File: src/rtl/cpu_pkg.sv
// Types and constants shared by the store drain buffer: store-type encoding,
// the inactive byte-write-enable pattern and the drain FSM state set.
package cpu_pkg;

  typedef enum logic [1:0] {
    ST_ILL = 2'b00,
    ST_SB  = 2'b01,
    ST_SH  = 2'b10,
    ST_SW  = 2'b11
  } st_type_e;

  typedef enum logic {
    IDLE = 1'b0,
    REQ  = 1'b1
  } drain_state_e;

  localparam logic [3:0] WEB_NONE = 4'hF;

endpackage

File: src/rtl/store_lane_fmt.sv
// Places right-aligned store data into its byte lanes and builds the matching
// active-low byte write enables; flags illegal types and misaligned offsets.
module store_lane_fmt
  import cpu_pkg::*;
(
  input  logic [1:0]  i_type,
  input  logic [1:0]  i_off,
  input  logic [31:0] i_data,
  output logic [3:0]  o_web,
  output logic [31:0] o_di,
  output logic        o_illegal
);

  always_comb begin
    o_web     = WEB_NONE;
    o_di      = 32'h0;
    o_illegal = 1'b1;
    case (i_type)
      ST_SB: begin
        o_illegal = 1'b0;
        o_web     = ~(4'b0001 << i_off);
        o_di      = {24'h0, i_data[7:0]} << {i_off, 3'b000};
      end
      ST_SH: begin
        if (!i_off[0]) begin
          o_illegal = 1'b0;
          o_web     = i_off[1] ? 4'b0011 : 4'b1100;
          o_di      = {16'h0, i_data[15:0]} << {i_off[1], 4'b0000};
        end
      end
      ST_SW: begin
        if (i_off == 2'b00) begin
          o_illegal = 1'b0;
          o_web     = 4'b0000;
          o_di      = i_data;
        end
      end
      default: ;
    endcase
  end

endmodule

File: src/rtl/store_drain_buffer.sv
// Small in-order store FIFO between the MEM stage and the data memory; drains
// one entry per grant and reports loads that hit a pending store word.
module store_drain_buffer
  import cpu_pkg::*;
#(
  parameter int DEPTH = 2,
  parameter int AW    = 14
) (
  input  logic          clk,
  input  logic          rst,
  input  logic          st_valid,
  input  logic [1:0]    st_type,
  input  logic [31:0]   st_addr,
  input  logic [31:0]   st_data,
  output logic          st_ready,
  output logic          st_misalign,
  input  logic          ld_chk_valid,
  input  logic [31:0]   ld_chk_addr,
  output logic          ld_conflict,
  output logic          dm_req,
  input  logic          dm_gnt,
  output logic          DM_CEB,
  output logic [3:0]    DM_WEB,
  output logic [AW-1:0] DM_A,
  output logic [31:0]   DM_DI,
  output logic          busy
);

  localparam int PW = (DEPTH > 1) ? $clog2(DEPTH) : 1;
  localparam logic [PW:0] FULL = (PW+1)'(DEPTH);

  logic [3:0]    r_web   [DEPTH];
  logic [31:0]   r_di    [DEPTH];
  logic [29:0]   r_waddr [DEPTH];
  logic [PW-1:0] r_wptr, r_rptr;
  logic [PW:0]   r_count, w_count_next;
  logic          r_misalign;
  drain_state_e  r_state, w_state_next;

  logic [3:0]    w_web;
  logic [31:0]   w_di;
  logic          w_illegal;
  logic          w_accept, w_push, w_pop, w_conflict;
  logic [PW-1:0] w_idx;

  store_lane_fmt u_fmt (
    .i_type    (st_type),
    .i_off     (st_addr[1:0]),
    .i_data    (st_data),
    .o_web     (w_web),
    .o_di      (w_di),
    .o_illegal (w_illegal)
  );

  assign st_ready    = (r_count < FULL);
  assign w_accept    = st_valid && st_ready;
  assign w_push      = w_accept && !w_illegal;
  assign w_pop       = (r_state == REQ) && dm_gnt;
  assign st_misalign = r_misalign;
  assign busy        = (r_count != '0);

  always_comb begin
    w_count_next = r_count;
    case ({w_push, w_pop})
      2'b10:   w_count_next = r_count + (PW+1)'(1);
      2'b01:   w_count_next = r_count - (PW+1)'(1);
      default: w_count_next = r_count;
    endcase
  end

  always_ff @(posedge clk or posedge rst) begin
    if (rst) begin
      r_wptr     <= '0;
      r_rptr     <= '0;
      r_count    <= '0;
      r_misalign <= 1'b0;
    end else begin
      r_misalign <= w_accept && w_illegal;
      r_count    <= w_count_next;
      if (w_push) r_wptr <= r_wptr + PW'(1);
      if (w_pop)  r_rptr <= r_rptr + PW'(1);
    end
  end

  // Entry storage needs no reset: only slots counted as valid are ever read.
  always_ff @(posedge clk) begin
    if (w_push) begin
      r_web[r_wptr]   <= w_web;
      r_di[r_wptr]    <= w_di;
      r_waddr[r_wptr] <= st_addr[31:2];
    end
  end

  always_ff @(posedge clk or posedge rst) begin
    if (rst) r_state <= IDLE;
    else     r_state <= w_state_next;
  end

  always_comb begin
    w_state_next = r_state;
    case (r_state)
      IDLE:    if (w_count_next != '0) w_state_next = REQ;
      REQ:     if (w_count_next == '0) w_state_next = IDLE;
      default: w_state_next = IDLE;
    endcase
  end

  always_comb begin
    dm_req = 1'b0;
    DM_WEB = WEB_NONE;
    DM_A   = '0;
    DM_DI  = 32'h0;
    if (r_state == REQ) begin
      dm_req = 1'b1;
      DM_WEB = r_web[r_rptr];
      DM_A   = r_waddr[r_rptr][AW-1:0];
      DM_DI  = r_di[r_rptr];
    end
  end

  assign DM_CEB = !dm_req;

  // Walk from the head so only occupied slots take part in the match.
  always_comb begin
    w_conflict = 1'b0;
    w_idx      = r_rptr;
    for (int k = 0; k < DEPTH; k++) begin
      w_idx = r_rptr + PW'(k);
      if (((PW+1)'(k) < r_count) && (r_waddr[w_idx] == ld_chk_addr[31:2]))
        w_conflict = 1'b1;
    end
  end

  assign ld_conflict = ld_chk_valid && w_conflict;

endmodule

File: config.mk
export PLATFORM = sky130hd
export DESIGN_NAME = store_drain_buffer
export DESIGN_NICKNAME = d
export VERILOG_FILES = /design/src/rtl/cpu_pkg.sv /design/src/rtl/store_lane_fmt.sv /design/src/rtl/store_drain_buffer.sv
export SDC_FILE = /design/constraint.sdc
export NUM_CORES = 1
export LEC_CHECK = 0
export BUFFER_PORTS_ARGS = -buffer_cell sky130_fd_sc_hd__clkbuf_2
export CAP_MARGIN = 20
export CORE_MARGIN = 1
export CORE_UTILIZATION = 40
export DETAILED_ROUTE_END_ITERATION = 10
export HOLD_SLACK_MARGIN = 0.1
export MAX_ROUTING_LAYER = met4
export PLACE_DENSITY = 0.6
export SETUP_SLACK_MARGIN = 0.4
export SYNTH_ARGS = -nofsm -noshare
export SYNTH_HDL_FRONTEND = slang
export SYNTH_HIERARCHICAL = 1
export SYNTH_SLANG_ARGS = --single-unit
File: constraint.sdc
create_clock -name clk -period 9.6 [get_ports clk]
set_input_delay 0.96 -clock clk [delete_from_list [all_inputs] [get_ports clk]]
set_output_delay 0.96 -clock clk [all_outputs]
set_load 0.01 [all_outputs]
==> results of run 1 <==
[worst register-to-register path: cells and delay by family (launching register included)]
family / cells / cell delay, ps
simple gates: 2 / 1560
flops: 1 / 410
buf+inv: 1 / 580
[final timing paths]
kind                                 start          end  slack, ps  cells after the start
worst max register to register  r_count[1]  r_di[0][28]       6650                      3
max in group asynchronous              rst       r_rptr       8930                      2
worst min-delay path                   rst      r_state        440                      2
worst max-delay path                r_rptr  ld_conflict       4650                      8
worst min register to register      r_wptr       r_wptr        540                      1
min in group clk                    r_wptr       r_wptr        540                      1
[logic make-up (layout without fill, tap and decap cells)]
logic type / after synthesis / in the layout / share of synthesized area
adders and majority gates: 2 / 2 / 0.003750
AOI/OAI and AO/OA: 32 / 32 / 0.03995
DFF: 138 / 138 / 0.6167
xor gates and xnor gates: 64 / 64 / 0.08402
muxes: 97 / 97 / 0.1455
and+or+nand+nor: 98 / 98 / 0.07783
other: 0 / 1 / 0
buffers and inverters: 38 / 205 / 0.03226
[per-stage QoR]
step                utilization  instance area [sq um]
floorplan                     -                   6671
global placement         0.4739                   7610
detailed placement       0.4739                   7610
CTS                      0.5089                   8172
global route             0.5094                   8179
finish                   0.5094                   8179
[routing by layer]
| layer | global-route usage | wire length (microns) |
|---|---|---|
| met1 | 0.2232 | 6489 |
| met2 | 0.2988 | 7215 |
| met4 | 0.05817 | 124 |
| met3 | 0.04900 | 877 |
| met5 | - | 0 |
[sequential cells by signal, summed over array words and instances (netlist names)]
register / flops
r_count: 2
r_di: 64
r_state: 1
r_wptr: 1
r_rptr: 1
r_web: 8
r_waddr: 60
st_misalign: 1
[cell type report]
cell class,count,area (sq um),share of cell area
Antenna cell,1,2.502,0.0003060
Multi-Input combinational cell,293,2351,0.2874
Tap cell,216,270.3,0.03304
Clock buffer,19,432.9,0.05293
Timing Repair Buffer,162,823.3,0.1007
Clock inverter,10,128.9,0.01576
Sequential cell,138,4118,0.5034
Inverter,14,52.55,0.006425
[cell usage after synthesis (2+ instances only)]
master,instances,share of area
nor2_1,51,0.029
nand2_1,5,0.0028
a21oi_1,4,0.0030
buf_2,6,0.0045
dfrtp_1,6,0.023
and2_1,9,0.0084
inv_1,14,0.0079
ha_1,2,0.0038
a222oi_1,8,0.012
buf_4,6,0.0068
nand4_1,8,0.0075
xnor2_1,41,0.054
clkbuf_1,6,0.0034
a22o_1,16,0.021
buf_6,4,0.0068
xor2_1,23,0.030
nor2b_1,2,0.0019
nor4_1,11,0.010
edfxtp_1,132,0.59
mux2i_1,97,0.15
o21ai_0,2,0.0015
[where the power goes]
group | internal, W | switching [W] | total [W]
Sequential | 0.000720 | 0.0000784 | 0.000798
Clock | 0.000401 | 0.000231 | 0.000632
Combinational | 0.000298 | 0.000348 | 0.000646
Total | 0.00142 | 0.000658 | 0.00208
==> metrics, run 1 <==
Initial Util=0.4155; skew final=8.517 ps; pin count of the biggest net entering global routing=56; Hold Slack=about 440 ps; most frequent cells in the layout=clkbuf_2, edfxtp_1, mux2i_1, nor2_1, xnor2_1; Syn Nets=574; yosys warns=6; vias in the first global route=4,319; Fill cells=between 1,000 and 1,500; I/O Buffers=roughly 160; ys flop type=edfxtp_1; CTS Root Cell=clkbuf_16; DR vias=4,300; Die Area=~0.017 sq mm; average size of a mapped cell=between 10 and 15 sq um; setup TNS=0 ps; CTS Hold Buffers Added=0; number of synthesized flops with an enable pin=between 100 and 150; DR WL/cell=between 15 and 20 microns; count of different cell masters after synthesis=37; Worst Path Arrival=between 3000 and 4000 ps; post-route minimum period=around 5000 ps; Row Count=46; post-detail-place hpwl=10.41 mm; Yosys reg bits=between 100 and 150; commonest non-fill, non-tap cell in the layout=clkbuf_2; Tightest Hold Check Type=input pin to asynchronous set/reset pin; period utilization=0.5160; Core ar.=about 0.016 sq mm; CP Capture Type=primary output; initial antenna violation count=1; nets=roughly 730; leak pwr=between 3 and 4 nW; post-CTS setup buffers=0; CP bufs+invs=2; Die Y=about 130 microns; Area Growth Syn to Fin=22.60%; Tot Pwr=~0.0021 W; status=completed; RSZ-0062 raised after global routing=no; antenna-violating nets left=0; DRC Markers=0; ys async rst share=0.04348; CTS Buf Count=17; RePlAce Congestion=between 0.8 and 0.9; final setup fails=0; Num Clock Sinks=approximately 140; Finished Layout Cells=~850; DR iter-0 viols=240; H-tree levels=4; Worst Path Max Fanout=55; CP delay by family, top=flip-flops; sequential-to-total area share from yosys stat=0.6167; dpl ws=roughly 4900 ps; Die X=between 100 and 150 microns; IO Pins=about 160; crit start category=flop; synthesized area=0.006671 sq mm; Final Hold Viols=0; Via density=just over 5; CP peak stage delay=between 1000 and 1500 ps; Post-CTS Resized=0; Slew Limit Fails=0; gr ovfl total=0; final worst setup slack=between 4000 and 5000 ps; Syn Inst Count=around 470; number of max-cap violations=0; first-pass GRT wire length=23.19 mm; Pwr Density=approximately 250 mW/mm^2; Post-Place Cells=822; WP data required=slightly below 9000 ps; Slowest-stage cell, CP=dfrtp_4; gr usage total=0.1841; Worst-Skew Late Latency=approximately 400 ps; VDD IR max=around 0.00012 V; WL final=~15 mm; share of cells above drive strength 1=0.3082; max_slew headroom=0.3442; worst setup path category=flop to primary output; crit-path cells=buf_4 -> mux2i_1 -> xnor2_1 -> a2111oi_0 -> nand4_1 -> nor4_1 -> o21a_1 -> clkbuf_2; CTS tree=built; Max Freq=just over 200 MHz; Clock Path Buffers=2; clock-pin slew on the worst setup and hold paths=around 60 ps; actual slew at the worst max-slew pin=981.6 ps; TritonRoute pass-1 iters=5
Note: power is estimated with default switching activity, not from simulation.
==> run 2, diff against run 1 <==
==> constraint.sdc (replaced) <==
create_clock -name clk -period 4.6 [get_ports clk]
set_input_delay 0.46 -clock clk [delete_from_list [all_inputs] [get_ports clk]]
set_output_delay 0.46 -clock clk [all_outputs]
set_load 0.01 [all_outputs]
==> metrics, run 2 (synthesis results as in run 1) <==
WP data required=4140 ps (-4500 ps); Core ar.=0.01606 sq mm (unchanged); CP peak stage delay=750 ps (-300 ps); post-route minimum period=between 3000 and 4000 ps; Die X=131.1 microns (unchanged); setup TNS=0 ps (unchanged); gr ovfl total=0 (unchanged); Clock Path Buffers=2 (unchanged); Initial Util=0.4155 (unchanged); Via density=5.119 (+1.5%); number of max-cap violations=0 (unchanged); Num Clock Sinks=138 (unchanged); RSZ-0062 raised after global routing=no; crit start category=flop; commonest non-fill, non-tap cell in the layout=clkbuf_2; IO Pins=159 (unchanged); I/O Buffers=156 (unchanged); antenna fix cells=0 (-1); Fill cells=1,390 (-2.0%); actual slew at the worst max-slew pin=914.7 ps (-66.92 ps); Combinational Power Share=0.314 (+0.003); Worst Path Arrival=3130 ps (-860 ps); H-tree levels=4 (unchanged); worst setup path category=flop to primary output; skew final=7.784 ps (-0.7325 ps); initial antenna violation count=0 (-1); flip-flop count of the largest register after layout=64 (unchanged); VDD IR max=0.0002404 V (+94%); Psw=0.001433 W (+120%); first-pass GRT wire length=23.83 mm (+2.8%); cell-internal power=0.003093 W (+120%); gr usage total=0.1875 (+0.003420); DR WL/cell=17.49 microns (+1.4%); DRC Markers=0 (unchanged); period utilization=0.7812; Pwr Density=545.2 mW/mm^2 (+110%); crit-path cells=buf_4 -> mux2i_1 -> xnor2_1 -> nor4_1 -> nand4_1 -> nor4_1 -> o21a_1 -> clkbuf_2; max_slew headroom=0.3855 (+0.04131); status=completed; Area Growth Syn to Fin=24.46%; vias in the first global route=4,476 (+3.6%); WL final=15.00 mm (+2.0%); share of cells above drive strength 1=0.3178 (+0.009581); Sw Share=0.3167 (about the same); clock-pin slew on the worst setup and hold paths=60 ps (about the same); CP Capture Type=primary output; Worst Path Max Fanout=29 (-47%); Top Registers=r_di x64, r_waddr x60, r_web x8; Row Count=46 (unchanged); TritonRoute pass-1 iters=4 (-1); Max Freq=around 280 MHz; Die Y=131.1 microns (unchanged); nets=734 (+0.41%); final setup fails=0 (unchanged); Clk pwr share=0.330 (+0.026); Biggest register=r_di; Seq pwr share=0.356 (-0.029); Final Hold Viols=0 (unchanged); post-CTS setup buffers=0 (unchanged); Hold Slack=232.5 ps (-205.7 ps); Worst-Skew Late Latency=410 ps (about the same); post-detail-place hpwl=10.63 mm (+2.2%); leak pwr=3.452 nW (+1.4%); RePlAce Congestion=0.8043 (-1.9%); Slowest-stage cell, CP=dfrtp_4; Die Area=0.01720 sq mm (unchanged); most frequent cells in the layout=clkbuf_2, edfxtp_1, mux2i_1, nor2_1, xnor2_1; pin count of the biggest net entering global routing=48 (-14%); Slew Limit Fails=0 (unchanged); DR vias=4,392 (+2.1%); Tightest Hold Check Type=input pin to flop; antenna-violating nets left=0 (unchanged); CTS Buf Count=17 (unchanged); Most common cell on crit path=nor4_1; DR iter-0 viols=184 (-23%); CTS Root Cell=clkbuf_16; CTS tree=built
run 2: critical path, delay by kind of cell (launching register included):
family | cells | cell delay (ps)
compound gates | 1 | 170
xor+xnor | 1 | 90
buf+inv | 2 | 540
flops | 1 | 750
mux | 1 | 260
simple gates | 3 | 880
run 2: area by class of cell:
cell class | count | area [sq um] | share of cell area
Tap cell | 216 | 270.3 | 0.03255
Inverter | 14 | 52.55 | 0.006329
Clock inverter | 15 | 222.7 | 0.02682
Multi-Input combinational cell | 293 | 2351 | 0.2832
Timing Repair Buffer | 165 | 863.3 | 0.1040
Clock buffer | 17 | 425.4 | 0.05124
Sequential cell | 138 | 4118 | 0.4959
run 2: per-stage QoR:
stage / total power [W] / cell area, sq um / util / cells / worst slack, ps
global route: 0.004755 / 8303 / 0.5171 / 858 / 695.4
floorplan: 0.002629 / 6674 / - / 469 / 1000
CTS: 0.004582 / 8303 / 0.5171 / 858 / 959.1
global placement: 0.003057 / 7645 / 0.4761 / 825 / 1485
finish: 0.004527 / 8303 / 0.5171 / 858 / 1007
detailed placement: 0.003083 / 7645 / 0.4761 / 825 / 1427
run 2: what timing repair did:
item	in CTS	in global routing
hold endpoints to repair	6	0
resized for setup	0	0
hold buffers	1	0
run 2: power groups by stage:
stage	clock, W	combinational [W]	sequential [W]
2_1_floorplan	0	0.00106	0.00157
4_1_cts	0.00152	0.00145	0.00162
5_1_grt	0.00157	0.00155	0.00163
3_5_place_dp	0	0.00144	0.00164
6_report	0.00149	0.00142	0.00161
3_3_place_gp	0	0.00142	0.00163
run 2: per-layer routing:
layer,vias to the layer above,global-route usage,part of all wire
met5,-,-,0
met4,0,0.07124,0.016
met3,18,0.04205,0.064
met2,165,0.3103,0.50
met1,2130,0.2226,0.42
li1,2079,-,-
run 2: final timing paths:
kind | start | slack, ps | cells after the start | endpoint
max reg2reg | r_count[1] | 2060 | 3 | r_di[1][29]
min reg2reg | r_wptr | 560 | 1 | r_wptr
max in group asynchronous | rst | 3890 | 3 | r_rptr
max | r_rptr | 1010 | 8 | ld_conflict
min | st_addr[18] | 230 | 1 | r_waddr[1][16]
min in group asynchronous | rst | 490 | 3 | r_count[0]
==> run 3, diff against run 2 <==
--- a/config.mk
+++ b/config.mk
@@ -5,6 +5,7 @@
 export SDC_FILE = /design/constraint.sdc
 export NUM_CORES = 1
 export LEC_CHECK = 0
+export ABC_AREA = 1
 export BUFFER_PORTS_ARGS = -buffer_cell sky130_fd_sc_hd__clkbuf_2
 export CAP_MARGIN = 20
 export CORE_MARGIN = 1
@@ -12,7 +13,7 @@
 export DETAILED_ROUTE_END_ITERATION = 10
 export HOLD_SLACK_MARGIN = 0.1
 export MAX_ROUTING_LAYER = met4
-export PLACE_DENSITY = 0.6
+export PLACE_DENSITY = 0.59
 export SETUP_SLACK_MARGIN = 0.4
 export SYNTH_ARGS = -nofsm -noshare
 export SYNTH_HDL_FRONTEND = slang
==> constraint.sdc (replaced) <==
create_clock -name clk -period 3.6 [get_ports clk]
set_input_delay 0.36 -clock clk [delete_from_list [all_inputs] [get_ports clk]]
set_output_delay 0.36 -clock clk [all_outputs]
set_load 0.01 [all_outputs]
==> metrics, run 3 <==
largest cells by area after synthesis=edfxtp_1, nand2_1, nor2_1; number of synthesized flops with an enable pin=132 (unchanged); commonest non-fill, non-tap cell in the layout=nand2_1; Die X=141.1 microns (+7.6%); Core ar.=0.01883 sq mm (+17%); TritonRoute pass-1 iters=7 (+3); Num Clock Sinks=138 (unchanged); wire length on met3=1.509 mm (+57%); final setup fails=0 (unchanged); most frequent cells in the layout=nand2_1, clkbuf_2, nor2_1, edfxtp_1, nand3_1; Tightest Hold Check Type=input pin to flop; gr ovfl total=0 (unchanged); Worst-Skew Late Latency=420 ps (about the same); dominant cell type by area after synthesis=edfxtp_1; sequential-to-total area share from yosys stat=0.5315 (-0.08513); DR iter-0 viols=437 (+140%); RSZ-0062 raised after global routing=no; clock-pin slew on the worst setup and hold paths=60 ps (about the same); nets=1,232 (+68%); CTS tree=built; crit start category=flop; Worst Path Arrival=2560 ps (-570 ps); Final Hold Viols=0 (unchanged); CTS Root Cell=clkbuf_16; Hold Slack=130.2 ps (-102.3 ps); DR vias=6,659 (+52%); RePlAce Congestion=0.9128 (+13%); initial antenna violation count=3 (+3); H-tree levels=4 (unchanged); setup TNS=0 ps (unchanged); Max Freq=approximately 340 MHz; leak pwr=4.476 nW (+30%); max_slew headroom=0.5297 (+0.1441); Via density=4.746 (-7.3%); first-pass GRT wire length=31.35 mm (+32%); Slew Limit Fails=0 (unchanged); Area Growth Syn to Fin=20.43%; actual slew at the worst max-slew pin=704.7 ps (-210.0 ps); pin count of the biggest net entering global routing=65 (+35%); gr usage total=0.2168 (+0.02933); DRC Markers=0 (unchanged); vias in the first global route=6,201 (+39%); yosys warns=6 (unchanged); share of cells above drive strength 1=0.1965 (-0.1213); Met2 Wirelength=9.836 mm (+31%); skew final=7.912 ps (+0.1274 ps); Syn Inst Count=978 (+110%); Top Registers=r_di x64, r_waddr x60, r_web x8; ys async rst share=0.04348 (unchanged); placed cell area=0.008690 sq mm (+14%); worst setup path category=flop to primary output; top cells by count, synth=nand2_1, nor2_1, edfxtp_1, nand3_1, inv_1; Initial Util=0.4110 (-0.004429); WP data required=3240 ps (-900 ps); Core Util, Final=0.4950 (-0.02205); Clock Path Buffers=2 (unchanged); Worst Path Max Fanout=64 (+120%); flip-flop count of the largest register after layout=64 (unchanged); Post-CTS Resized=0 (unchanged); WL final=20.11 mm (+34%); VDD IR max=0.0004931 V (+110%); Pwr Density=690.5 mW/mm^2 (+27%); Syn Nets=1,083 (+89%); post-detail-place hpwl=14.20 mm (+34%); period utilization=0.8120; CTS Buf Count=17 (unchanged); ys flop type=edfxtp_1; I/O Buffers=156 (unchanged); CP Capture Type=primary output; top cell type's share of synthesized area=0.5121 (-0.08202); Row Count=50 (+8.7%); Die Y=141.1 microns (+7.6%); Post-Route M1 WL=8.559 mm (+36%); post-route minimum period=between 2000 and 3000 ps; max layer used=met4; Yosys reg bits=138 (unchanged); synthesized area=0.007740 sq mm (+16%); DR WL/cell=14.33 microns (-18%); number of max-cap violations=0 (unchanged); post-CTS setup buffers=0 (unchanged); IO Pins=159 (unchanged); Die Area=0.01991 sq mm (+16%); count of different cell masters after synthesis=30 (-19%); fin area=0.009321 sq mm (+12%); average size of a mapped cell=7.914 sq um (-44%); status=completed; cell with the most instances after synthesis=nand2_1; CTS Hold Buffers Added=1 (unchanged); Biggest register=r_di; antenna-violating nets left=0 (unchanged)
-- run 3: power by group --
| group | leakage (nW) | internal, W | switching [W] | total (W) |
|---|---|---|---|---|
| Sequential | 1.29 | 0.00198 | 0.0000712 | 0.00205 |
| Clock | 0.290 | 0.00110 | 0.000709 | 0.00181 |
| Combinational | 2.90 | 0.000829 | 0.00174 | 0.00257 |
-- run 3: path summary, 6_finish.rpt --
| kind | startpoint | to | slack, ps | cells past startpoint |
|---|---|---|---|---|
| worst min register to register | r_count[0] | r_count[0] | 530 | 1 |
| worst max register to register | r_count[1] | r_waddr[1][7] | 1900 | 4 |
| worst max-delay path | r_rptr | ld_conflict | 680 | 12 |
| worst min-delay path | st_addr[14] | r_waddr[0][12] | 130 | 1 |
| min in group asynchronous | rst | r_count[0] | 380 | 3 |
| max in group asynchronous | rst | r_rptr | 3000 | 3 |
-- run 3: critical path: stages, from the launching register on --
cell      delay [ps]
dfrtp_2          370
buf_4            570
nand2_1          190
nand3_1          190
nand2_1           80
nor2_1           100
nand2_1           60
nor2_1           120
nand2_1           70
nor2_1           100
nor2_1            60
nor2_1            80
clkbuf_2         130
-- run 3: logic make-up (layout without fill, tap and decap cells) --
kind of cell	Yosys count	after routing	share of synthesized area
other cells	0	3	0
flops	138	138	0.5315
compound gates	62	62	0.04171
buf+inv	128	290	0.08131
simple gates	645	645	0.3388
xor+xnor	3	3	0.003395
fa+ha+maj	2	2	0.003233
-- run 3: layout make-up --
class	count	area, sq um
antenna	3	7.507
clock buffer	17	425.4
clock inverter	15	188.9
fill	1836	9509
inverter	91	344.1
multi-input combinational	712	3012
sequential	138	4115
tap	260	325.3
timing repair buffer	167	903.4
-- run 3: stage by stage --
step,total power [W],setup WS [ps],instances
after floorplan,0.003885,376.5,978
after CTS,0.006532,628.9,1400
after global placement,0.004676,858.2,1367
after detailed placement,0.004700,848.5,1367
final,0.006437,676.8,1403
after global routing,0.006928,425.0,1403
-- run 3: metal layers --
| metal | vias up | GRT usage |
|---|---|---|
| met3 | 20 | 0.05265 |
| li1 | 3444 | - |
| met1 | 2976 | 0.2615 |
| met5 | - | - |
| met2 | 219 | 0.3583 |
| met4 | 0 | 0.06636 |
